<file path="config.mk">
export PLATFORM = sky130hd
export DESIGN_NAME = mem_stage
export DESIGN_NICKNAME = d
export VERILOG_FILES = /design/src/rtl/mem_stage_pkg.sv /design/src/rtl/mem_load_align.sv /design/src/rtl/mem_stage.sv
export SDC_FILE = /design/constraint.sdc
export NUM_CORES = 1
export LEC_CHECK = 0
export CAP_MARGIN = 20
export CORE_MARGIN = 3
export CORE_UTILIZATION = 27
export CTS_BUF_LIST = sky130_fd_sc_hd__clkbuf_4
export CTS_CLUSTER_SIZE = 12
export DETAILED_ROUTE_END_ITERATION = 7
export GPL_TIMING_DRIVEN = 0
export PLACE_DENSITY_LB_ADDON = 0.08
export SLEW_MARGIN = 20
export SYNTH_ARGS = -nofsm -noshare
export SYNTH_HDL_FRONTEND = slang
export SYNTH_HIERARCHICAL = 1
export SYNTH_SLANG_ARGS = --single-unit
</file>
<file path="constraint.sdc">
create_clock -name clk -period 6.2 [get_ports clk]
set_input_delay 0.62 -clock clk [delete_from_list [all_inputs] [get_ports clk]]
set_output_delay 0.62 -clock clk [all_outputs]
set_load 0.02 [all_outputs]
</file>
<file path="src/rtl/mem_stage_pkg.sv">
// Shared pipeline definitions: load-op encodings and the 38-bit RF bus layout.
package mem_stage_pkg;

  localparam logic [2:0] LD_B  = 3'b000;
  localparam logic [2:0] LD_H  = 3'b001;
  localparam logic [2:0] LD_W  = 3'b010;
  localparam logic [2:0] LD_BU = 3'b100;
  localparam logic [2:0] LD_HU = 3'b101;

  localparam int RF_BUS_W     = 38;
  localparam int RF_WE_BIT    = 37;
  localparam int RF_WADDR_LSB = 32;
  localparam int RF_WDATA_LSB = 0;

  typedef struct packed {
    logic        we;
    logic [4:0]  waddr;
    logic [31:0] wdata;
  } rf_bus_t;

endpackage

</file>
<file path="src/rtl/mem_load_align.sv">
// Combinational load extraction: picks byte/halfword/word by address offset and extends.
module mem_load_align
  import mem_stage_pkg::*;
(
  input  logic [31:0] rdata,
  input  logic [1:0]  off,
  input  logic [2:0]  ld_op,
  output logic [31:0] load_result
);

  logic [31:0] shifted;
  logic [7:0]  byte_v;
  logic [15:0] half_v;

  assign shifted = rdata >> {off, 3'b000};
  assign byte_v  = shifted[7:0];
  // Halfword ignores off[0]; misaligned accesses are trapped before MEM.
  assign half_v  = off[1] ? rdata[31:16] : rdata[15:0];

  always_comb begin
    load_result = rdata;
    case (ld_op)
      LD_B:    load_result = {{24{byte_v[7]}}, byte_v};
      LD_BU:   load_result = {24'h0, byte_v};
      LD_H:    load_result = {{16{half_v[15]}}, half_v};
      LD_HU:   load_result = {16'h0, half_v};
      default: load_result = rdata;
    endcase
  end

endmodule

</file>
<file path="src/rtl/mem_stage.sv">
// MEM pipeline stage: registers EX results, holds SRAM load data across WB stalls,
// and produces the WB register-file bus plus the ID forwarding bus.
module mem_stage
  import mem_stage_pkg::*;
(
  input  logic                clk,
  input  logic                resetn,
  output logic                MEM_allowin,
  input  logic                EX_MEM_valid,
  input  logic [31:0]         EX_pc,
  input  logic                EX_rf_we,
  input  logic [4:0]          EX_rf_waddr,
  input  logic [31:0]         EX_alu_result,
  input  logic                EX_res_from_mem,
  input  logic [2:0]          EX_ld_op,
  input  logic [31:0]         data_sram_rdata,
  input  logic                WB_allowin,
  output logic                MEM_WB_valid,
  output logic [31:0]         MEM_pc,
  output logic [RF_BUS_W-1:0] MEM_rf_bus,
  output logic [RF_BUS_W-1:0] MEM_fwd_bus
);

  logic        valid_q, first_q;
  logic [31:0] pc_q, alu_q, rbuf_q;
  logic        we_q, res_mem_q;
  logic [4:0]  waddr_q;
  logic [2:0]  ld_op_q;

  logic        ready_go, accept;
  logic [31:0] rdata, load_result, wdata;
  rf_bus_t     rf_bus, fwd_bus;

  assign ready_go     = 1'b1;
  assign MEM_allowin  = ~valid_q | (ready_go & WB_allowin);
  assign MEM_WB_valid = valid_q & ready_go;
  assign accept       = EX_MEM_valid & MEM_allowin;

  always_ff @(posedge clk or negedge resetn) begin
    if (!resetn) begin
      valid_q   <= 1'b0;
      first_q   <= 1'b0;
      pc_q      <= '0;
      we_q      <= 1'b0;
      waddr_q   <= '0;
      alu_q     <= '0;
      res_mem_q <= 1'b0;
      ld_op_q   <= '0;
      rbuf_q    <= '0;
    end else begin
      if (MEM_allowin) valid_q <= EX_MEM_valid;
      first_q <= accept;
      // SRAM data is only valid in the first cycle; keep a copy for stalls.
      if (first_q) rbuf_q <= data_sram_rdata;
      if (accept) begin
        pc_q      <= EX_pc;
        we_q      <= EX_rf_we;
        waddr_q   <= EX_rf_waddr;
        alu_q     <= EX_alu_result;
        res_mem_q <= EX_res_from_mem;
        ld_op_q   <= EX_ld_op;
      end
    end
  end

  assign rdata = first_q ? data_sram_rdata : rbuf_q;

  mem_load_align u_align (
    .rdata       (rdata),
    .off         (alu_q[1:0]),
    .ld_op       (ld_op_q),
    .load_result (load_result)
  );

  assign wdata = res_mem_q ? load_result : alu_q;

  always_comb begin
    rf_bus       = '0;
    rf_bus.we    = we_q;
    rf_bus.waddr = waddr_q;
    rf_bus.wdata = wdata;
    fwd_bus      = rf_bus;
    fwd_bus.we   = valid_q & we_q;
  end

  assign MEM_pc      = pc_q;
  assign MEM_rf_bus  = rf_bus;
  assign MEM_fwd_bus = fwd_bus;

endmodule

</file>
### Word-level counts from Yosys, hierarchy flattened

Index checks and enable logic that the tools add are counted.
W data, S select, Z words.

* bits in registers: 108
* bits in latches: 0
* memory bits (writable): 0
* bits in read-only memories: 0
* input port bits: 110
* logic and storage cells: 22
* memories: 0

* add/sub/neg operators: 0
* multipliers: 0
* div/mod/pow operators: 0
* magnitude comparators: 0
* equal/unequal tests: 3
* shift operators: 1
* mux-type cells: 4
* bitwise operators: 4
* reductions and logical operators: 1

Operators by type and width (count)
* $pmux W32 S4: 1
* $mux W32: 2
* $shr A32 B5 Y8: 1
* $mux W16: 1
* $eq A3 B3 Y1 const B: 2
* $eq A3 B1 Y1 const B: 1
* $logic_not A3 Y1: 1
* $and A1 B1 Y1: 2
* $not A1 Y1: 1
* $or A1 B1 Y1: 1

### Depth between registers and ports, before layout

* word-level depth: 4
* depth in mapped cells: 10
* mapped depth without buffers: 6

### By module

The synthesis kept the hierarchy.

By module, submodules not included
* mem_stage: times used 1, cells each 305, area an instance 4931.0 um^2, seq. area each 2702.6 um^2
* mem_load_align: times used 1, cells each 109, area an instance 628.1 um^2, seq. area each 0.0 um^2

### Worst setup path after synthesis

No wires, ideal clock.

* path kind: register to output
* start point: reg first_q
* end point: out MEM_rf_bus[20]
* data arrival time: 2647 ps
* slack: 2933 ps
* cell stages (with the launch flop): 11
* buffers on the path: 4
* path through: dfrtp_1 > clkbuf_1 > buf_2 > mux2_2 > mux4_2 > nor3b_4 > o21bai_4 > buf_6 > nand2_1 > mux2_2 > buf_4

* longest elaborated chain between the ends: 4
* elaborated cells between the ends (all ways): 5
* classes of those cells: 1 x shift; 4 x mux

Ends and longest elaborated chain
* start: declaration: line mem_stage.sv:24 `logic valid_q, first_q;`
* start signal: assignment: line mem_stage.sv:52 `first_q <= accept;`
* $mux W32: line mem_stage.sv:66 `assign rdata = first_q ? data_sram_rdata : rbuf_q;`
* via rdata[23]: line mem_stage.sv:31 `logic [31:0] rdata, load_result, wdata;`
* $shr A32 B5 Y8: line mem_load_align.sv:15 `assign shifted = rdata >> {off, 3'b000};`
* $pmux W32 S4: line mem_load_align.sv:22 `case (ld_op)`
* via load_result[20]: line mem_stage.sv:31
* $mux W32: line mem_stage.sv:75 `assign wdata = res_mem_q ? load_result : alu_q;`
* end: declaration: line mem_stage.sv:20 `output logic [RF_BUS_W-1:0] MEM_rf_bus,`

The timed path passes the listed nets, and every way through them passes these cells.

### Final worst setup path

Same ends and word-level chain as after synthesis.

==> key figures <==
Power
  – Comb power frac: 47.1%
  – Worst VDD drop: 120 µV
  – Sequential Power Share: 34.8%
  – Lkg Pwr: 3.62 nW
  – Switching portion of total power: 33.3%
  – Internal power: 0.00165 W
  – Clock power share: 18.1%
  – Overall power: 0.00247 W
  – Switching power: 0.000822 W
  – Power Density: 298 nW/µm²

Critical path
  – R2R Path End: rbuf_q[23]
  – CP endpoint kind: output pin
  – Reg2reg setup slack: 4.68 ns
  – Worst R2R Path Depth: 3
  – WS Path Type: reg -> out
  – Startpoint types: flop
  – Worst setup path end: MEM_rf_bus[20]
  – Worst Path Buf+Inv: 5
  – Worst Setup SP: first_q
  – CP delay by family, top: buffers and inverters
  – CP arrival: 4.12 ns
  – Crit-path most repeated cell: mux2_2
  – Worst EP required: 5.58 ns
  – Slowest cell on crit path: mux4_2
  – Max Fanout on Critical Path: 10
  – Worst path cell trace: clkbuf_1, buf_2, mux2_2, mux4_2, nor3b_4, o21bai_4, buf_6, nand2_1, mux2_2, buf_4, clkdlybuf4s50_1
  – Slowest Stage Delay on Critical Path: 0.56 ns
  – Worst flop-to-flop path startpoint: first_q
  – Logic depth of the worst path, buffers included: 11

Layout
  – Layout cells sized above 1: 34.2%
  – Area delta synth->final: 49.1%
  – Post-layout instance area: 8290 µm²
  – Final net count: 755

Clocking
  – Clk buf depth: 2
  – Clk pin slew, worst setup/hold paths: 0.17 ns
  – Post-CTS Hold Buffers: 0
  – Worst-Skew Late Latency: 0.48 ns
  – H-tree depth: 3
  – # clock sinks: 108
  – CTS tree: yes
  – Root buffer cell: clkbuf_4
  – Inserted Clock Buffers: 9
  – Post-cts resize count: 0
  – Setup repair bufs after CTS: 0

Detailed routing
  – Drt total wl: 16000 µm
  – Drc violations: 0
  – 1st-pass router iterations: 4
  – Via count: 3913
  – WL/cell: 17.5 µm
  – 1st-iter DRT viols: 129
  – Avg Vias per Cell: 4.28
  – DRT antenna net count: 0

Global routing
  – Initial antenna violation count: 2
  – Largest net degree at the start of global routing: 62
  – GRT Total Usage: 14.3%
  – Grt ovf: 0
  – Vias in the first global route: 4283
  – First-pass GRT wire length: 24500 µm

Timing
  – Hold WS: 0.0403 ns
  – Worst slew pin tran: 0.537 ns
  – Fin crit period: 4.74 ns
  – Final setup viols: 0
  – Slew HR: 64.2%
  – Final period utilization: 76.4%
  – Clk_skew: 0.0265 ns
  – Final hold vios: 0
  – RSZ-0062 raised after global routing: no
  – Slew Limit Fails: 0
  – Peak Freq: 0.211 GHz
  – Setup TNS: 0 ns

Synth
  – Syn Nets: 524
  – Yosys cell types: 34
  – Syn_area_per_cell: 13.4 µm²
  – Synthesized cell area: 5560 µm²
  – Yosys reg bits: 108
  – Syn Inst Count: 414
  – Register area share after synthesis: 48.6%
  – Synthesis Warnings: 6

Die
  – Starting Density: 28.0%
  – Core Footprint: 19800 µm²
  – Die area: 22300 µm²
  – Die Width: 149 µm
  – Die Y: 149 µm
  – Num rows: 51
  – IO Pins: 220

Placement
  – # port buffers: 219
  – Routability cong.: 0.809
  – DP Wirelength: 12400 µm
  – DP Area: 8110 µm²

Outcome
  – Status: completed

Min path
  – Hold/Removal Path Class: in -> async

Flow run
  – Max-cap violation count: 0
-- cell usage in the layout, fill, tap and decap left out, drive strengths merged, types with 2 or more instances in the layout --
master,netlist,routed
nor2b,4,4
nor2,5,5
mux2,143,143
o21ai,9,9
buf,57,59
clkbuf,5,15
o211ai,2,2
a21oi,6,6
mux2i,4,4
nand2b,3,3
bufinv,0,3
nand2,47,47
inv,2,2
dfrtp,108,108
a22oi,8,8
clkdlybuf4s50,0,218
o21bai,2,2
-- metrics by stage --
stage	setup WS (ns)	utilization, %	std cells
4_1_cts	1.41	41.8	914
5_1_grt	1.27	41.8	915
6_report	1.46	41.8	915
3_3_place_gp	0.111	40.7	898
3_5_place_dp	2.00	40.9	899
2_1_floorplan	2.93	-	414
-- worst min path at each step --
stage          startpoint            to
6_report           resetn     MEM_pc[7]
5_1_grt            resetn     MEM_pc[7]
4_1_cts            resetn     MEM_pc[7]
3_5_place_dp    rbuf_q[2]     rbuf_q[2]
3_3_place_gp    rbuf_q[0]     rbuf_q[0]
2_1_floorplan      resetn  MEM_WB_valid
-- metal layers --
layer,track usage (%),share of wire (%),routed length [µm]
met5,0,0.056,9
met4,4.21,1.4,231
met3,4.03,6.2,994
met2,22.9,48,7640
met1,18.9,45,7140
-- synth_stat cells, drive strengths merged --
library cell,instances,area (µm²)
clkbuf,5,18.8
nor3,1,5.00
nand3,1,5.00
inv,2,7.51
o32ai,1,8.76
o21ai,9,45.0
dfrtp,108,2700
or2,1,6.26
and2,1,6.26
nor2b,4,25.0
nand2b,3,26.3
nand2,47,189
buf,57,472
mux4,1,22.5
o21bai,2,26.3
a21oi,6,30.0
nand3b,1,7.51
o311ai,1,8.76
o211ai,2,15.0
nor2,5,18.8
mux2i,4,40.0
a22oi,8,60.1
nor3b,1,18.8
mux2,143,1790
-- power groups by stage --
stage	combinational, W	clock, W	sequential (W)
global route	0.00124	0.000490	0.000872
finish	0.00116	0.000447	0.000858
detailed placement	0.00118	0	0.000871
CTS	0.00118	0.000469	0.000859
global placement	0.00117	0	0.000869
floorplan	0.000623	0	0.000904
-- flip-flops by register name (all words and copies together) (netlist names) --
register and flops:
rbuf_q 32, waddr_q 5, first_q 1, we_q 1, MEM_WB_valid 1, ld_op_q 3, alu_q 32, MEM_pc 32
res_mem_q 1
-- cells by family (layout without fill, tap and decap cells) --
logic type | Yosys count | in the layout | synth area share, %
AOI/OAI and AO/OA | 29 | 29 | 3.49
buffers and inverters | 64 | 299 | 8.96
DFF | 108 | 108 | 48.6
muxes | 148 | 148 | 33.4
other | 0 | 1 | 0
and+or+nand+nor | 65 | 65 | 5.54
-- final cells by class --
type | count | area, µm²
tap | 265 | 332
clock inverter | 5 | 101
fill | 1869 | 11600
antenna | 1 | 2.50
sequential | 108 | 2700
timing repair buffer | 220 | 2220
inverter | 2 | 7.51
clock buffer | 10 | 75.1
multi-input combinational | 242 | 2360
buffer | 62 | 490
(Power assumes the default switching activity.)
